===== config.mk =====
export PLATFORM = sky130hd
export DESIGN_NAME = hit_judge
export DESIGN_NICKNAME = d
export VERILOG_FILES = /design/src/rtl/hit_judge.sv
export SDC_FILE = /design/constraint.sdc
export NUM_CORES = 1
export LEC_CHECK = 0
export CAP_MARGIN = 20
export CORE_ASPECT_RATIO = 1.1
export CORE_MARGIN = 10
export CORE_UTILIZATION = 56
export CTS_BUF_LIST = sky130_fd_sc_hd__clkbuf_2 sky130_fd_sc_hd__clkbuf_4 sky130_fd_sc_hd__clkbuf_8
export CTS_CLUSTER_DIAMETER = 120
export DETAILED_ROUTE_END_ITERATION = 10
export PLACE_DENSITY = 0.82
export SLEW_MARGIN = 5
export SYNTH_ARGS = -nofsm -noshare
export SYNTH_HDL_FRONTEND = slang
export SYNTH_SLANG_ARGS = --single-unit

===== constraint.sdc =====
create_clock -name Clk -period 10.6 [get_ports Clk]
set_input_delay 2.65 -clock Clk [delete_from_list [all_inputs] [get_ports Clk]]
set_output_delay 2.65 -clock Clk [all_outputs]
set_load 0.03 [all_outputs]

===== src/rtl/hit_judge.sv =====
// hit_judge
//   Per-frame hit arbitration between the two stick figures. Once per video
//   frame it samples both players' positions and action flags, detects landed
//   and blocked punches/kicks, keeps each player's health and declares the
//   winner.
//
// Ports:
//   Clk              system clock
//   Reset            synchronous, active-low reset
//   frame_clk        frame strobe, asynchronous to Clk
//   st               game running
//   BallX1, BallY1   player-1 position (10 bit)
//   BallX,  BallY    player-2 position (10 bit)
//   fight_1, kick_1, dodge_1   player-1 action flags
//   fight_2, kick_2, dodge_2   player-2 action flags
//   back1, back2     reaction code: 0 none, 1 block slide, 2 knockback
//   hp1, hp2         current health (7 bit)
//   p1win, p2win     win flags
module hit_judge #(
  parameter int HP_MAX       = 100,
  parameter int PUNCH_DMG    = 5,
  parameter int KICK_DMG     = 8,
  parameter int PUNCH_RANGE  = 60,
  parameter int KICK_RANGE   = 70,
  parameter int Y_RANGE      = 50,
  parameter int BLOCK_FRAMES = 8,
  parameter int KNOCK_FRAMES = 16
) (
  input  logic       Clk,
  input  logic       Reset,
  input  logic       frame_clk,
  input  logic       st,
  input  logic [9:0] BallX1,
  input  logic [9:0] BallY1,
  input  logic [9:0] BallX,
  input  logic [9:0] BallY,
  input  logic       fight_1,
  input  logic       kick_1,
  input  logic       dodge_1,
  input  logic       fight_2,
  input  logic       kick_2,
  input  logic       dodge_2,
  output logic [1:0] back1,
  output logic [1:0] back2,
  output logic [6:0] hp1,
  output logic [6:0] hp2,
  output logic       p1win,
  output logic       p2win
);

  localparam logic [6:0] HP_INIT   = 7'(HP_MAX);
  localparam logic [6:0] P_DMG     = 7'(PUNCH_DMG);
  localparam logic [6:0] K_DMG     = 7'(KICK_DMG);
  localparam logic [9:0] P_RANGE   = 10'(PUNCH_RANGE);
  localparam logic [9:0] K_RANGE   = 10'(KICK_RANGE);
  localparam logic [9:0] YR        = 10'(Y_RANGE);
  localparam logic [4:0] BLK_INIT  = 5'(BLOCK_FRAMES);
  localparam logic [4:0] KNK_INIT  = 5'(KNOCK_FRAMES);

  typedef enum logic [1:0] {G_IDLE, G_PLAY, G_OVER} game_t;
  typedef enum logic [1:0] {R_NONE = 2'd0, R_BLOCK = 2'd1, R_KNOCK = 2'd2} react_t;

  typedef struct packed {
    react_t     react;
    logic [4:0] cnt;
    logic [6:0] hp;
  } def_t;

  game_t      game;
  react_t     react1, react2;
  logic [4:0] cnt1, cnt2;
  logic       sync1, sync2, sync3, tick;
  logic       prev_f1, prev_k1, prev_f2, prev_k2;

  logic [9:0] dx, dy;
  logic       rise_f1, rise_k1, rise_f2, rise_k2;
  logic       hit_on1, hit_on2;
  logic [6:0] dmg_on1, dmg_on2;
  def_t       cur1, cur2, nxt1, nxt2;

  function automatic logic [9:0] abs_diff(input logic [9:0] a, input logic [9:0] b);
    return (a > b) ? (a - b) : (b - a);
  endfunction

  // One defender's reaction update. A defender already in knockback cannot be
  // hit again; otherwise a dodge turns the hit into a block with no damage.
  function automatic def_t resolve(input def_t cur, input logic hit,
                                   input logic dodge, input logic [6:0] dmg);
    def_t nxt;
    nxt = cur;
    if (hit && cur.react != R_KNOCK) begin
      if (dodge) begin
        nxt.react = R_BLOCK;
        nxt.cnt   = BLK_INIT;
      end else begin
        nxt.react = R_KNOCK;
        nxt.cnt   = KNK_INIT;
        nxt.hp    = (cur.hp > dmg) ? (cur.hp - dmg) : 7'd0;
      end
    end else if (cur.react != R_NONE) begin
      if (cur.cnt <= 5'd1) begin
        nxt.react = R_NONE;
        nxt.cnt   = 5'd0;
      end else begin
        nxt.cnt = cur.cnt - 5'd1;
      end
    end
    return nxt;
  endfunction

  assign back1 = react1;
  assign back2 = react2;

  // Hit detection: distances are symmetric, so one dx/dy pair serves both
  // attack directions. When kick and punch rise together only the kick counts,
  // even if the kick is out of range and the punch would have connected.
  always_comb begin
    dx      = abs_diff(BallX1, BallX);
    dy      = abs_diff(BallY1, BallY);
    rise_f1 = fight_1 & ~prev_f1;
    rise_k1 = kick_1  & ~prev_k1;
    rise_f2 = fight_2 & ~prev_f2;
    rise_k2 = kick_2  & ~prev_k2;
    hit_on2 = (dy <= YR) && (rise_k1 ? (dx <= K_RANGE) : (rise_f1 && dx <= P_RANGE));
    hit_on1 = (dy <= YR) && (rise_k2 ? (dx <= K_RANGE) : (rise_f2 && dx <= P_RANGE));
    dmg_on2 = rise_k1 ? K_DMG : P_DMG;
    dmg_on1 = rise_k2 ? K_DMG : P_DMG;
    cur1.react = react1;
    cur1.cnt   = cnt1;
    cur1.hp    = hp1;
    cur2.react = react2;
    cur2.cnt   = cnt2;
    cur2.hp    = hp2;
    nxt1 = resolve(cur1, hit_on1, dodge_1, dmg_on1);
    nxt2 = resolve(cur2, hit_on2, dodge_2, dmg_on2);
  end

  // Frame-strobe synchronizer, tick generation and the game FSM. Everything
  // except the synchronizer only moves on a tick, so outputs hold for a frame.
  always_ff @(posedge Clk) begin
    if (!Reset) begin
      sync1   <= 1'b0;
      sync2   <= 1'b0;
      sync3   <= 1'b0;
      tick    <= 1'b0;
      prev_f1 <= 1'b0;
      prev_k1 <= 1'b0;
      prev_f2 <= 1'b0;
      prev_k2 <= 1'b0;
      game    <= G_IDLE;
      react1  <= R_NONE;
      react2  <= R_NONE;
      cnt1    <= 5'd0;
      cnt2    <= 5'd0;
      hp1     <= HP_INIT;
      hp2     <= HP_INIT;
      p1win   <= 1'b0;
      p2win   <= 1'b0;
    end else begin
      sync1 <= frame_clk;
      sync2 <= sync1;
      sync3 <= sync2;
      tick  <= sync2 & ~sync3;
      if (tick) begin
        prev_f1 <= fight_1;
        prev_k1 <= kick_1;
        prev_f2 <= fight_2;
        prev_k2 <= kick_2;
        case (game)
          G_IDLE: begin
            hp1    <= HP_INIT;
            hp2    <= HP_INIT;
            react1 <= R_NONE;
            react2 <= R_NONE;
            cnt1   <= 5'd0;
            cnt2   <= 5'd0;
            p1win  <= 1'b0;
            p2win  <= 1'b0;
            if (st) game <= G_PLAY;
          end
          G_PLAY: begin
            if (!st) begin
              game   <= G_IDLE;
              hp1    <= HP_INIT;
              hp2    <= HP_INIT;
              react1 <= R_NONE;
              react2 <= R_NONE;
              cnt1   <= 5'd0;
              cnt2   <= 5'd0;
            end else begin
              react1 <= nxt1.react;
              cnt1   <= nxt1.cnt;
              hp1    <= nxt1.hp;
              react2 <= nxt2.react;
              cnt2   <= nxt2.cnt;
              hp2    <= nxt2.hp;
              // A knockout ends the round on this same tick; reactions are
              // cleared so the figures stand still on the result screen.
              if (nxt1.hp == 7'd0 || nxt2.hp == 7'd0) begin
                game   <= G_OVER;
                p1win  <= (nxt2.hp == 7'd0);
                p2win  <= (nxt1.hp == 7'd0);
                react1 <= R_NONE;
                react2 <= R_NONE;
                cnt1   <= 5'd0;
                cnt2   <= 5'd0;
              end
            end
          end
          G_OVER: begin
            if (!st) begin
              game  <= G_IDLE;
              hp1   <= HP_INIT;
              hp2   <= HP_INIT;
              p1win <= 1'b0;
              p2win <= 1'b0;
            end
          end
          default: game <= G_IDLE;
        endcase
      end
    end
  end

endmodule


==> run summary, run 1 <==
Yosys cell types -> 69
Critical Path AT -> 8140 ps
gr ovfl total -> 0
P_leak -> 2.30 nW
Gate Count Post-Synth -> 613
H-tree Lvls -> 2
Tmin final -> 7910 ps
top cells by area, synth -> dfxtp_1 (18%), ha_1 (14%), a21oi_1 (5.7%)
clock slew at reported path FFs -> 80 ps
RSZ-0062 raised after global routing -> no
1st-pass router iterations -> 5
Yosys warnings -> 0
antenna viol nets, final -> 0
Setup crit start -> BallX1[5]
Crit path max-delay family -> compound AO/OA/AOI/OAI gates
RePlAce Congestion -> 0.915
CTS buffer count -> 5
post-CTS setup buffers -> 0
Root Driver -> clkbuf_8
synthesized net count -> 717
initial antenna violation count -> 0
CTS tree -> yes
commonest cells in the netlist -> inv_1 (67), nand2_1 (56), a21oi_1 (52)
Yosys top cell by area -> dfxtp_1
crit-path max FO -> 17
RR Startpoint -> prev_k2
Slew @ Worst Pin -> 941 ps
status -> finished, final reports clean
Routed WL -> 12.0 mm
Synth Cell Area -> 4570 µm²
top cell type's share of synthesized area -> 17.5%
overall die height -> 115 µm
I/O pin count -> 70
Most common cell on crit path -> mux2i_1
relative slew slack -> 37.2%
WS Path Type -> input port to flip-flop
worst hold-check path type -> flip-flop to flip-flop
hold buffer count at cts -> 0
clk_skew -> 4.19 ps
setup TNS -> 0 ps
Synth Area per Inst -> 7.46 µm²
Achievable Freq -> 0.126 GHz
vias in the first global route -> 4,604
starting density of the core -> 57.5%
post-DR vias/cell -> 6.03
first-pass GRT wire length -> 20.4 mm
CTS max path bufs -> 2
nets@finish -> 771
required time worst endpoint -> 10,830 ps
prevailing post-synth register cell -> dfxtp_1
Startpoint Class -> input port
drt drc -> 0
pre-CTS setup slack -> 2550 ps
DIE AREA -> 12,200 µm²
pwr dens -> 83.5 nW/µm²
hpwl dp -> 9.86 mm
Final Cycle Share -> 74.6%
Avg WL per Cell -> 15.5 µm
Hold Vio Cnt, Final -> 0
final worst slack -> 2690 ps
1st-iter DRT viols -> 207
slowest cell delay on critical path -> 830 ps
Seq/Total Area, Yosys -> 17.5%
most common cell in the netlist -> inv_1
gr usage total -> 19.2%
CTS sink cnt -> 40
Seq cells post-synth -> 40
area grow syn2layout -> 18.4%
Die Width -> 106 µm
core area -> 7960 µm²
ys async rst share -> 0%
Final Max Tran Viols -> 0
Critical path buffers and inverters -> 2
Peak VDD IR -> 0.0440 mV
crit-path cells -> clkdlybuf4s50_1, inv_1, ha_1, and3_1, a221oi_2, a211oi_2, mux2i_1, xor2_1, nor3_1, o31ai_1, nor4b_4, mux2i_1, a41o_1, a32o_1
share of layout cells above drive strength 1 -> 4.49%
post-cts resize count -> 0
PortBufs -> 69
Crit-path slowest cell -> a211oi_2
hold path start -> sync3
CP endpoint kind -> flip-flop
Via Count -> 4,678
largest net degree at the start of global routing -> 24
Inserted Diodes -> 0
Final setup viols -> 0
EDFF count, synth -> 0
site row count -> 34
max-cap viol count -> 0
Worst-Skew Late Latency -> 290 ps
[per-layer routing]
layer | global-route usage, % | routed length, µm
met2 | 34.8 | 6040
met5 | 0 | 0
met3 | 3.92 | 733
met1 | 21.9 | 5020
met4 | 6.78 | 254
[cell type report]
cell class	count	area, µm²
repair buffers	69	691
multi-input cells	484	3420
inverters	67	251
well taps	108	135
clock inverters	3	42.5
clock buffers	5	68.8
flip-flops and latches	40	801
fillers	713	2540
[where the power goes]
part	switching (W)	leakage (nW)	internal, W	total [W]
Clock	0.0000549	0.0541	0.0000697	0.000125
Combinational	0.0000965	1.93	0.0000791	0.000176
Sequential	0.000000706	0.323	0.000151	0.000152
Total	0.000152	2.30	0.000300	0.000452
[cells by family (layout without fill, tap and decap cells)]
| group | count (synthesis) | count (layout) | share of synthesized area, % |
|---|---|---|---|
| AND/OR/NAND/NOR | 221 | 221 | 26.6 |
| AO/OA/AOI/OAI | 178 | 178 | 26.4 |
| buffers and inverters | 89 | 144 | 7.61 |
| adder cells (fa/ha/maj) | 54 | 54 | 15.4 |
| flip-flops | 40 | 40 | 17.5 |
| XOR/XNOR | 16 | 16 | 3.06 |
| multiplexers | 15 | 15 | 3.37 |
[cell usage in the layout, fill, tap and decap left out, types with 8 or more instances in the layout]
master	count
nand2_1	56
nor2_1	34
nand3_1	17
mux2i_1	12
o21ai_0	34
nor2b_1	13
a21oi_1	52
nor3_1	20
nand4_1	11
and2_1	8
clkdlybuf4s50_1	69
dfxtp_1	40
a21o_1	9
o21a_1	10
inv_1	67
ha_1	50
nand2b_1	11
xnor2_1	9
or3_1	14
[worst paths after layout]
| path | end | slack [ps] | depth (start not counted) |
|---|---|---|---|
| max reg2reg | cnt1[2] | 7180 | 13 |
| max | cnt1[2] | 2690 | 14 |
| min | tick | 390 | 1 |
| min reg2reg | tick | 390 | 1 |
[sequential cells by signal, summed over array words and instances (netlist names)]
register and cells:
cnt1 5, sync1 1, back2 2, game 2, p2win 1, prev_f2 1, prev_k1 1, sync2 1
p1win 1, sync3 1, cnt2 5, hp1 7, prev_k2 1, prev_f1 1, tick 1, hp2 7
back1 2
[per-stage QoR]
stage | hold slack (ps) | cells | cell area, µm² | util [%] | total power, W
final | 388 | 776 | 5410 | 68.1 | 0.000452
after global routing | 409 | 776 | 5410 | 68.1 | 0.000481
after CTS | 392 | 776 | 5410 | 68.1 | 0.000453
after detailed placement | 381 | 768 | 5300 | 66.7 | 0.000329
after global placement | 375 | 768 | 5300 | 66.7 | 0.000325
after floorplan | 367 | 613 | 4570 | - | 0.000281
No activity file was read; power rests on OpenSTA's default activity.
==> run 2: changes to the inputs <==
- clock period: 10.6 -> 7.9 ns (I/O delays scaled with it)
==> run summary, run 2 (synthesized netlist as in run 1, its figures left out) <==
first-pass GRT wire length -> 20.7 mm
status -> finished, final reports clean
area grow syn2layout -> 18.7%
site row count -> 34
most frequent cells in the layout -> clkdlybuf4s50_1 (69), inv_1 (67), nand2_1 (56), a21oi_1 (52), ha_1 (50)
pre-CTS setup slack -> 748 ps
final worst slack -> 995 ps
Final setup viols -> 0
starting density of the core -> 57.5%
Min-Delay Endpoint -> tick
largest net degree at the start of global routing -> 24
CTS buffer count -> 5
gr usage total -> 19.5%
post-CTS setup buffers -> 0
Via Count -> 4,693
Final Cycle Share -> 87.4%
gr ovfl total -> 0
Power Internal -> 0.000402 W
antenna viol nets, final -> 0
commonest non-fill, non-tap cell in the layout -> clkdlybuf4s50_1
Worst Hold Depth -> 1
1st-iter DRT viols -> 255
WS Path Type -> input port to flip-flop
final instance area -> 5430 µm²
Startpoint Class -> input port
sw frac -> 34.2%
Peak VDD IR -> 0.0534 mV
pwr dens -> 113 nW/µm²
worst hold-check path type -> flip-flop to flip-flop
share of layout cells above drive strength 1 -> 4.78%
clock power share -> 27.8%
initial antenna violation count -> 0
Reg2Reg Depth -> 13
setup TNS -> 0 ps
Achievable Freq -> 0.145 GHz
vias in the first global route -> 4,659
sw power -> 0.000209 W
overall die height -> 115 µm
Final Max Tran Viols -> 0
RR Startpoint -> prev_k2
Avg WL per Cell -> 15.6 µm
Tmin final -> 6900 ps
Root Driver -> clkbuf_8
Routed WL -> 12.1 mm
relative slew slack -> 37.9%
1st-pass router iterations -> 5
I/O pin count -> 70
RePlAce Congestion -> 0.919
CTS sink cnt -> 40
Cell Count, Final, Fillers Out -> 778
CTS max path bufs -> 2
RR Endpoint -> cnt1[0]
Flop pwr share -> 33.3%
post-DR vias/cell -> 6.03
max-cap viol count -> 0
P_leak -> 2.32 nW
nets@finish -> 773
Inserted Diodes -> 0
drt drc -> 0
PortBufs -> 69
DIE AREA -> 12,200 µm²
Comb power frac -> 38.9%
crit-path max FO -> 17
clock slew at reported path FFs -> 80 ps
dpl cells -> 770
reg-to-reg slack, setup -> 4570 ps
Hold Vio Cnt, Final -> 0
clk_skew -> 3.14 ps
hpwl dp -> 10.0 mm
core area -> 7960 µm²
placed standard-cell area -> 5320 µm²
hold buffer count at cts -> 0
CTS tree -> yes
Slew @ Worst Pin -> 930 ps
Die Width -> 106 µm
required time worst endpoint -> 8140 ps
hold path start -> sync3
CP endpoint kind -> flip-flop
RSZ-0062 raised after global routing -> no
Critical Path AT -> 7150 ps
post-cts resize count -> 0
Regs by FF count -> hp1 (7), hp2 (7)
H-tree Lvls -> 2
Worst-Skew Late Latency -> 300 ps
[run 2: cell count changes in the layout (fill, tap and decap cells not counted), sizes merged]
cell	previous run	this run
buf	0	2
[run 2: through the flow]
| step | total power, W | utilization, % | hold slack, ps |
|---|---|---|---|
| CTS | 0.000611 | 68.2 | 386 |
| global placement | 0.000436 | 66.8 | 375 |
| finish | 0.000612 | 68.2 | 386 |
| detailed placement | 0.000443 | 66.8 | 374 |
| floorplan | 0.000377 | - | 367 |
| global route | 0.000648 | 68.2 | 405 |
[run 2: power groups by stage]
stage / sequential [W] / clock [W] / combinational (W)
6_report: 0.000204 / 0.000170 / 0.000238
5_1_grt: 0.000204 / 0.000181 / 0.000263
4_1_cts: 0.000204 / 0.000171 / 0.000236
3_5_place_dp: 0.000208 / 0 / 0.000235
3_3_place_gp: 0.000208 / 0 / 0.000228
2_1_floorplan: 0.000208 / 0 / 0.000169
[run 2: per-layer routing]
layer | share of wire, % | up-vias | GRT usage (%)
met4 | 1.5 | 0 | 5.51
met1 | 41 | 2209 | 22.1
met5 | 0 | - | 0
li1 | - | 2327 | -
met3 | 5.7 | 17 | 4.09
met2 | 51 | 140 | 36.2
[run 2: area by class of cell]
class | count | area [µm²]
clock buffers | 5 | 68.8
repair buffers | 71 | 706
inverters | 67 | 251
fillers | 701 | 2530
well taps | 108 | 135
multi-input cells | 484 | 3420
clock inverters | 3 | 42.5
flip-flops and latches | 40 | 801
[run 2: worst max-delay path by stage]
stage,start,slack [ps],to
floorplan,BallY1[6],2200,back1[1]
global placement,BallX1[5],1030,cnt1[4]
detailed placement,BallX1[5],750,cnt1[0]
CTS,BallX1[5],1050,cnt1[0]
global route,BallX1[5],550,back2[0]
finish,BallX1[5],1000,cnt1[0]
[run 2: critical path, cell delays in order]
cell and delay, ps:
clkdlybuf4s50_1 480, inv_1 50, ha_1 500, and3_1 260, a221oi_2 90, a211oi_2 820
mux2i_1 320, xor2_1 270, nor3_1 90, o31ai_1 490, nor4b_4 280, buf_4 250
mux2i_1 720, a41o_1 380, a22o_1 170
